**config.mk**
```make
export PLATFORM = sky130hd
export DESIGN_NAME = alu_seq
export DESIGN_NICKNAME = d
export VERILOG_FILES = /design/src/rtl/alu_seq.sv
export SDC_FILE = /design/constraint.sdc
export NUM_CORES = 1
export LEC_CHECK = 0
export BUFFER_PORTS_ARGS = -buffer_cell sky130_fd_sc_hd__buf_4
export CAP_MARGIN = 20
export CORE_ASPECT_RATIO = 1.5
export CORE_MARGIN = 10
export CORE_UTILIZATION = 53
export CTS_CLUSTER_DIAMETER = 120
export CTS_CLUSTER_SIZE = 24
export DETAILED_ROUTE_END_ITERATION = 16
export HOLD_SLACK_MARGIN = 0.02
export PLACE_DENSITY_LB_ADDON = 0.25
export SYNTH_ARGS = -nofsm -noshare
export SYNTH_HDL_FRONTEND = slang
export SYNTH_SLANG_ARGS = --single-unit
export TNS_END_PERCENT = 5
```
**constraint.sdc**
```tcl
create_clock -name clk -period 3.01 [get_ports clk]
set_clock_uncertainty 0.1 [all_clocks]
set_input_delay 0.301 -clock clk [delete_from_list [all_inputs] [get_ports clk]]
set_output_delay 0.301 -clock clk [all_outputs]
set_load 0.02 [all_outputs]
```
**src/rtl/alu_seq.sv**
```systemverilog
// alu_seq: registered WIDTH-bit ALU with valid/ready handshakes and registered
// Z/N/C/V flags. Single-cycle ops produce a result the cycle after they are
// accepted. MUL runs as an iterative shift-add over WIDTH cycles.
// Ports:
//   clk, rst_n                         clock (rising edge), async active-low reset
//   in_valid_i / in_ready_o            input handshake (opcode_i, op_a_i, op_b_i)
//   out_valid_o / out_ready_i          output handshake (result_o, result_hi_o, flags)
//   result_o, result_hi_o              result; high half is MUL only, 0 otherwise
//   flag_z_o/flag_n_o/flag_c_o/flag_v_o zero, negative, carry/borrow, signed overflow
//   busy_o                             MUL iteration in progress
module alu_seq #(
  parameter int WIDTH = 8
) (
  input  logic             clk,
  input  logic             rst_n,
  input  logic             in_valid_i,
  output logic             in_ready_o,
  input  logic [3:0]       opcode_i,
  input  logic [WIDTH-1:0] op_a_i,
  input  logic [WIDTH-1:0] op_b_i,
  output logic             out_valid_o,
  input  logic             out_ready_i,
  output logic [WIDTH-1:0] result_o,
  output logic [WIDTH-1:0] result_hi_o,
  output logic             flag_z_o,
  output logic             flag_n_o,
  output logic             flag_c_o,
  output logic             flag_v_o,
  output logic             busy_o
);
  localparam int SHW = $clog2(WIDTH);
  localparam int CW  = $clog2(WIDTH + 1);
  localparam int M   = WIDTH - 1;

  localparam logic [3:0] OP_ADD  = 4'h0, OP_AND = 4'h1, OP_NOT = 4'h2, OP_ADDC = 4'h3,
                         OP_XOR  = 4'h4, OP_SUB = 4'h5, OP_OR  = 4'h6, OP_SHL  = 4'h7,
                         OP_SHR  = 4'h8, OP_MUL = 4'h9;

  typedef enum logic [1:0] {S_IDLE, S_BUSY, S_FULL} state_t;
  state_t state_q, state_d;

  logic [WIDTH-1:0] result_q, result_hi_q;
  logic             z_q, n_q, c_q, v_q;
  logic [WIDTH-1:0] mcand_q, acc_hi_q, acc_lo_q;
  logic [CW-1:0]    cnt_q;

  logic accept, is_mul, mul_last;
  assign accept   = in_valid_i & in_ready_o;
  assign is_mul   = (opcode_i == OP_MUL);
  assign mul_last = (state_q == S_BUSY) && (cnt_q == CW'(1));

  // Single-cycle datapath
  logic [WIDTH:0]   add_sum, sub_diff, shl_w, shr_w;
  logic [SHW-1:0]   sh;
  logic             cin;
  logic [WIDTH-1:0] alu_res;
  logic             alu_c, alu_v;

  // ADDC chains off the registered carry, i.e. the last completed op's C.
  assign cin      = (opcode_i == OP_ADDC) & c_q;
  assign add_sum  = {1'b0, op_a_i} + {1'b0, op_b_i} + {{WIDTH{1'b0}}, cin};
  assign sub_diff = {1'b0, op_a_i} - {1'b0, op_b_i};
  assign sh       = op_b_i[SHW-1:0];
  // One extra bit on the outgoing side catches the last bit shifted out;
  // a zero shift leaves it 0.
  assign shl_w    = {1'b0, op_a_i} << sh;
  assign shr_w    = {op_a_i, 1'b0} >> sh;

  always_comb begin
    alu_res = '0;
    alu_c   = 1'b0;
    alu_v   = 1'b0;
    case (opcode_i)
      OP_ADD, OP_ADDC: begin
        alu_res = add_sum[M:0];
        alu_c   = add_sum[WIDTH];
        alu_v   = (op_a_i[M] == op_b_i[M]) & (alu_res[M] != op_a_i[M]);
      end
      OP_SUB: begin
        alu_res = sub_diff[M:0];
        alu_c   = sub_diff[WIDTH];
        alu_v   = (op_a_i[M] != op_b_i[M]) & (alu_res[M] != op_a_i[M]);
      end
      OP_AND: alu_res = op_a_i & op_b_i;
      OP_OR:  alu_res = op_a_i | op_b_i;
      OP_XOR: alu_res = op_a_i ^ op_b_i;
      OP_NOT: alu_res = ~op_a_i;
      OP_SHL: begin
        alu_res = shl_w[M:0];
        alu_c   = shl_w[WIDTH];
      end
      OP_SHR: begin
        alu_res = shr_w[WIDTH:1];
        alu_c   = shr_w[0];
      end
      default: ; // reserved: zero result, so Z=1 falls out below
    endcase
  end

  // Shift-add step: conditionally add the multiplicand into the high half,
  // then shift {carry, hi, lo} right one place. The multiplier is consumed
  // from the low half as the product fills in from the top.
  logic [WIDTH:0]   mstep;
  logic [WIDTH-1:0] mhi_d, mlo_d;
  assign mstep = {1'b0, acc_hi_q} + (acc_lo_q[0] ? {1'b0, mcand_q} : '0);
  assign mhi_d = mstep[WIDTH:1];
  assign mlo_d = {mstep[0], acc_lo_q[M:1]};

  always_comb begin
    state_d    = state_q;
    in_ready_o = 1'b0;
    case (state_q)
      S_IDLE: in_ready_o = 1'b1;
      S_FULL: in_ready_o = out_ready_i;
      default: ;
    endcase
    case (state_q)
      S_IDLE, S_FULL: begin
        if (accept)                 state_d = is_mul ? S_BUSY : S_FULL;
        else if (state_q == S_FULL && out_ready_i) state_d = S_IDLE;
      end
      S_BUSY: if (mul_last) state_d = S_FULL;
      default: state_d = S_IDLE;
    endcase
  end

  always_ff @(posedge clk or negedge rst_n) begin
    if (!rst_n) begin
      state_q     <= S_IDLE;
      result_q    <= '0;
      result_hi_q <= '0;
      z_q         <= 1'b0;
      n_q         <= 1'b0;
      c_q         <= 1'b0;
      v_q         <= 1'b0;
      mcand_q     <= '0;
      acc_hi_q    <= '0;
      acc_lo_q    <= '0;
      cnt_q       <= '0;
    end else begin
      state_q <= state_d;
      if (accept) begin
        if (is_mul) begin
          mcand_q  <= op_a_i;
          acc_hi_q <= '0;
          acc_lo_q <= op_b_i;
          cnt_q    <= CW'(WIDTH);
        end else begin
          result_q    <= alu_res;
          result_hi_q <= '0;
          z_q         <= (alu_res == '0);
          n_q         <= alu_res[M];
          c_q         <= alu_c;
          v_q         <= alu_v;
        end
      end else if (state_q == S_BUSY) begin
        acc_hi_q <= mhi_d;
        acc_lo_q <= mlo_d;
        cnt_q    <= cnt_q - CW'(1);
        if (mul_last) begin
          result_q    <= mlo_d;
          result_hi_q <= mhi_d;
          z_q         <= ({mhi_d, mlo_d} == '0);
          n_q         <= mhi_d[M];
          c_q         <= (mhi_d != '0);
          v_q         <= 1'b0;
        end
      end
    end
  end

  assign out_valid_o = (state_q == S_FULL);
  assign busy_o      = (state_q == S_BUSY);
  assign result_o    = result_q;
  assign result_hi_o = result_hi_q;
  assign flag_z_o    = z_q;
  assign flag_n_o    = n_q;
  assign flag_c_o    = c_q;
  assign flag_v_o    = v_q;
endmodule

```
# == Word level (Yosys, flattened, before mapping) ==
# Cells that the tools add are included.
# totals
ff_bits,50
in_bits,24
out_inout_bits,23
# classes
n_addsub,5
n_eq_ne,20
n_shift,2
mux,43
bitwise,8
n_reduce_logical,15
# op_table
op,n
$mux W8,15
$pmux W8 S8,1
$add A8 B8 Y9,2
$eq A4 B3 Y1 const B,4
$logic_not A16 Y1,1
$mux W1,16
$mux W4,3
$add A9 B1 Y9,1
$shl A8 B3 Y9,1
$shr A9 B3 Y9,1
$sub A8 B8 Y9,1
$and A8 B8 Y8,1
$eq A4 B1 Y1 const B,2
$eq A4 B2 Y1 const B,2
$eq A4 B4 Y1 const B,2
$logic_not A8 Y1,1
$mux W2,4
$not A8 Y8,1
$or A8 B8 Y8,1
$reduce_bool A8 Y1,1
$xor A8 B8 Y8,1
$reduce_and A2 Y1,3
$and A1 B1 Y1,4
$logic_not A4 Y1,1
16 further kinds,23

# == Depth between registers and ports, before layout ==
# logic_depth
word_depth,8
ltp_mapped,13
depth_no_buf,12

# == Worst setup path before layout ==
# OpenSTA, ideal clock, no wires.
# synth_path
kind,input to register
from,input opcode_i[1]
to,register z_q (netlist: flag_z_o)
arrival_ns,2.739
path_slack_ns,0.091
stages,12
cell_sequence,buf_6 clkbuf_1 nand4_1 fa_1 fa_1 inv_1 a222oi_1 nand3_1 nand4b_1 nor4_2 nand4_1 o211ai_2
# synth_between
elab_chain_cells,7
# synth_lines
element,line_no,text
start: declaration,18,"input logic [3:0] opcode_i,"
$eq A4 B2 Y1,"60, 73",
$and A1 B1 Y1,60,assign cin = (opcode_i == OP_ADDC) & c_q;
$add A9 B1 Y9,61,"assign add_sum = {1'b0, op_a_i} + {1'b0, op_b_i} + {{WIDTH{1'b0}}, cin};"
$pmux W8 S8,73,case (opcode_i)
$logic_not A8 Y1,151,z_q <= (alu_res == '0);
$mux W1,143,if (is_mul) begin
$mux W1,142,if (accept) begin
end signal: assignment,151,
end signal: assignment,163,"z_q <= ({mhi_d, mlo_d} == '0);"
end: declaration,43,"logic z_q, n_q, c_q, v_q;"
# Several ways; a longest one is shown, not always the timed one. The select of a mux whose other input is x is not followed.
# A chain may end at the register's enable or synchronous reset.

# == Worst setup path after layout ==
# layout_path
from,register c_q (netlist: flag_c_o)
to,register z_q (netlist: flag_z_o)
# layout_between
elab_chain_cells,6
# layout_lines
element,line_no,text
start: declaration,43,
start signal: assignment,153,c_q <= alu_c;
start signal: assignment,165,c_q <= (mhi_d != '0);
$and A1 B1 Y1,60,
$add A9 B1 Y9,61,
$pmux W8 S8,73,
$logic_not A8 Y1,151,
$mux W1,143,
$mux W1,142,
# Every way passes these cells. The select of a mux whose other input is x is not followed.

==> results.md <==
- Status: completed
- # port buffers: 46
- Max Clk Rate: 355 MHz
- Layout area overhead: 15.7%
- Chip width: 94.3 µm
- Total die area: 0.0124 mm²
- RSZ-0062 raised after global routing: no
- Initial antenna violation count: 0
- CTS max path bufs: 2
- Post-layout utilization of the core: 63.1%
- TNS Setup: 0 ns
- GRT overflow: 0
- Via count: 4321
- Post-DRT Antenna Nets: 0
- Worst hold-check path type: in -> reg
- Num CTS Buffers: 5
- Crit start category: register
- Final Wtd Congestion: 1.03
- Via density: 6.28
- Synth Net Count: 595
- Synth area leaders: dfrtp_1 (28%), ha_1 (10%), o21ai_0 (5.9%), nand2_1 (5.8%), mux4_2 (3.6%)
- Avg Inst Size Synth: 8.26 µm²
- Static Leakage: 2.38 nW
- Post-route minimum period: 2.82 ns
- Fraction of registers with async set/reset: 100%
- Hold Path Depth: 3
- Post_cts resized: 0
- Dominant synthesized flop cell: dfrtp_1
- Chip Height: 132 µm
- FF+latch count, synth: 50
- Yosys cell types: 63
- Total core area: 0.00806 mm²
- Detailed Place HPWL: 11500 µm
- Fin cells: 688
- Gr usage total: 23.7%
- Setup Fix Bufs, Post-CTS: 0
- H-tree levels: 2
- Max-slew headroom: 39.0%
- Post-synth top area share: 28.5%
- Final hold violation count: 0
- Post-synthesis cell count: 532
- Power per cell area: 554 mW/mm²
- Antenna diodes: 0
- FP Rows: 40
- Worst Path Required: 3.13 ns
- Period utilisation layout: 93.7%
- YS warnings: 0
- CTS tree: done
- Clk root buf: clkbuf_16
- Final setup fails: 0
- Post-synthesis instance area: 0.00439 mm²
- Critical path arrival: 2.94 ns
- Initial Utilization: 54.5%
- Vias in the first global route: 4383
- DRC Markers: 0
- Least-Margin Pin Slew: 0.912 ns
- Largest net degree at the start of global routing: 51
- Total power: 0.00282 W
- Wire length per cell: 21.0 µm
- IO Pins: 47
- Layout cells sized above 1: 16.8%
- Nets@finish: 645
- Clock Latency Late Sink: 0.30 ns
- WS Path Type: reg -> reg
- Worst-path clk slew: 0.07 ns
- Max Cap Viol: 0
- Crit Path Max Fanout: 3
- Slew Viols, Final: 0
- Crit. End Element: register
- Peak supply drop: 0.359 mV
- Area leader, netlist: dfrtp_1
- Post-Place Cells: 678
- Detailed Route WL: 14500 µm
- DRT iter0 DRCs: 265
- First-pass GRT wire length: 23300 µm
- DRT Pass-1 Iters: 5
- Reg2reg path depth: 11
- Number of synthesized flops with an enable pin: 0
- Clk sinks: 50
- Register area share after synthesis: 28.5%
worst paths after layout:
kind	to	slack (ns)	from
max in group asynchronous	flag_n_o$_DFFE_PN0P_	1.92	rst_n
min in group asynchronous	acc_hi_q[4]$_DFFE_PN0P_	0.46	rst_n
hold reg to reg	mcand_q[0]$_DFFE_PN0P_	0.38	mcand_q[0]$_DFFE_PN0P_
setup / recovery	flag_z_o$_DFFE_PN0P_	0.19	flag_c_o$_DFFE_PN0P_
setup reg to reg	flag_z_o$_DFFE_PN0P_	0.19	flag_c_o$_DFFE_PN0P_
hold / removal	acc_lo_q[5]$_DFFE_PN0P_	0.16	op_b_i[5]
per-layer routing:
metal	up-vias	global-route usage, %	routed length, µm
li1	2024	-	-
met1	2017	25.4	5190
met2	214	39.3	7300
met3	66	3.65	792
met4	0	19.3	1200
met5	-	0	0
kinds of logic (layout without fill, tap and decap cells):
kind of cell             after synthesis  in the layout  synth area share [%]
adder cells (fa/ha/maj)               39             39                  11.8
AND/OR/NAND/NOR                      199            199                  22.2
flip-flops                            50             50                  28.5
AO/OA/AOI/OAI                        153            153                  23.0
XOR/XNOR                               7              7                  1.40
multiplexers                          22             22                  7.03
buffers and inverters                 62            113                  6.04
per-stage QoR:
| step | instance area, µm² | worst slack (ns) | hold WS (ns) |
|---|---|---|---|
| after floorplan | 4390 | 0.0910 | -0.0946 |
| after global routing | 5080 | 0.0555 | 0.165 |
| after global placement | 4910 | 0.106 | 0.259 |
| after detailed placement | 4910 | 0.00944 | 0.260 |
| final | 5080 | 0.190 | 0.156 |
| after CTS | 5070 | 0.201 | 0.157 |
worst max-delay path: stages (launching register included):
cell       delay (ns)
dfrtp_1          0.39
nand4_1          0.13
fa_1             0.42
fa_1             0.41
nand2b_1         0.16
o2bb2ai_1        0.16
a21boi_0         0.18
o2bb2ai_1        0.15
nand4_1          0.13
nor4_2           0.27
nand4_1          0.15
o211ai_2         0.09
what timing repair did:
action	CTS	global route
hold buffers	1	0
setup endpoints to repair	0	1
endpoints found under the hold margin	50	0
synthesized netlist by cell type (3+ instances only):
cell and count:
a2111oi_0 4, a211o_1 3, a211oi_1 4, a21o_1 6, a21oi_1 16, a221o_1 3
a22o_1 3, a22oi_1 15, a31oi_1 3, and2_1 9, and3_1 3, buf_2 8
buf_6 3, clkbuf_1 16, dfrtp_1 50, fa_1 4, ha_1 35, inv_1 31
mux2i_1 14, mux4_2 7, nand2_1 68, nand2b_1 6, nand3_1 19, nand3b_1 4
nand4_1 7, nor2_1 40, nor2b_1 12, nor3_1 15, nor4_1 3, o211ai_1 3
o21a_1 4, o21ai_0 52, o21bai_1 3, o22ai_1 7, o2bb2ai_1 3, o31ai_1 5
xnor2_1 4, xor2_1 3
state kept, by name, summed over array words and instances (netlist names):
name / cells
flag_z_o: 1
flag_v_o: 1
cnt_q: 4
result_hi_o: 8
state_q: 2
flag_c_o: 1
acc_hi_q: 8
mcand_q: 8
acc_lo_q: 8
flag_n_o: 1
result_o: 8
report_power, final:
group | leakage, nW | internal (W) | total (W) | switching [W]
logic | 1.66 | 0.000498 | 0.00119 | 0.000695
registers | 0.647 | 0.000869 | 0.00104 | 0.000167
clock network | 0.0735 | 0.000334 | 0.000586 | 0.000252
total | 2.38 | 0.00170 | 0.00282 | 0.00111
layout by cell type, fill, tap and decap left out, types with 6 or more instances in the layout:
master     n
inv_1     31
nor2b_1   12
a21o_1     6
nand2b_1   6
nand3_1   19
o21ai_0   52
o22ai_1    7
nor3_1    15
nor2_1    40
nand4_1    7
mux2i_1   14
buf_4     71
mux4_2     7
and2_1     9
a21oi_1   16
ha_1      35
dfrtp_1   50
a22oi_1   15
nand2_1   68
layout make-up:
class | count | area [µm²]
clock buffer | 6 | 139
clock inverter | 2 | 16.3
fill | 757 | 2980
inverter | 33 | 124
multi-input combinational | 420 | 2880
sequential | 50 | 1250
tap | 105 | 131
timing repair buffer | 72 | 543
Note: power is estimated with default switching activity, not from simulation.
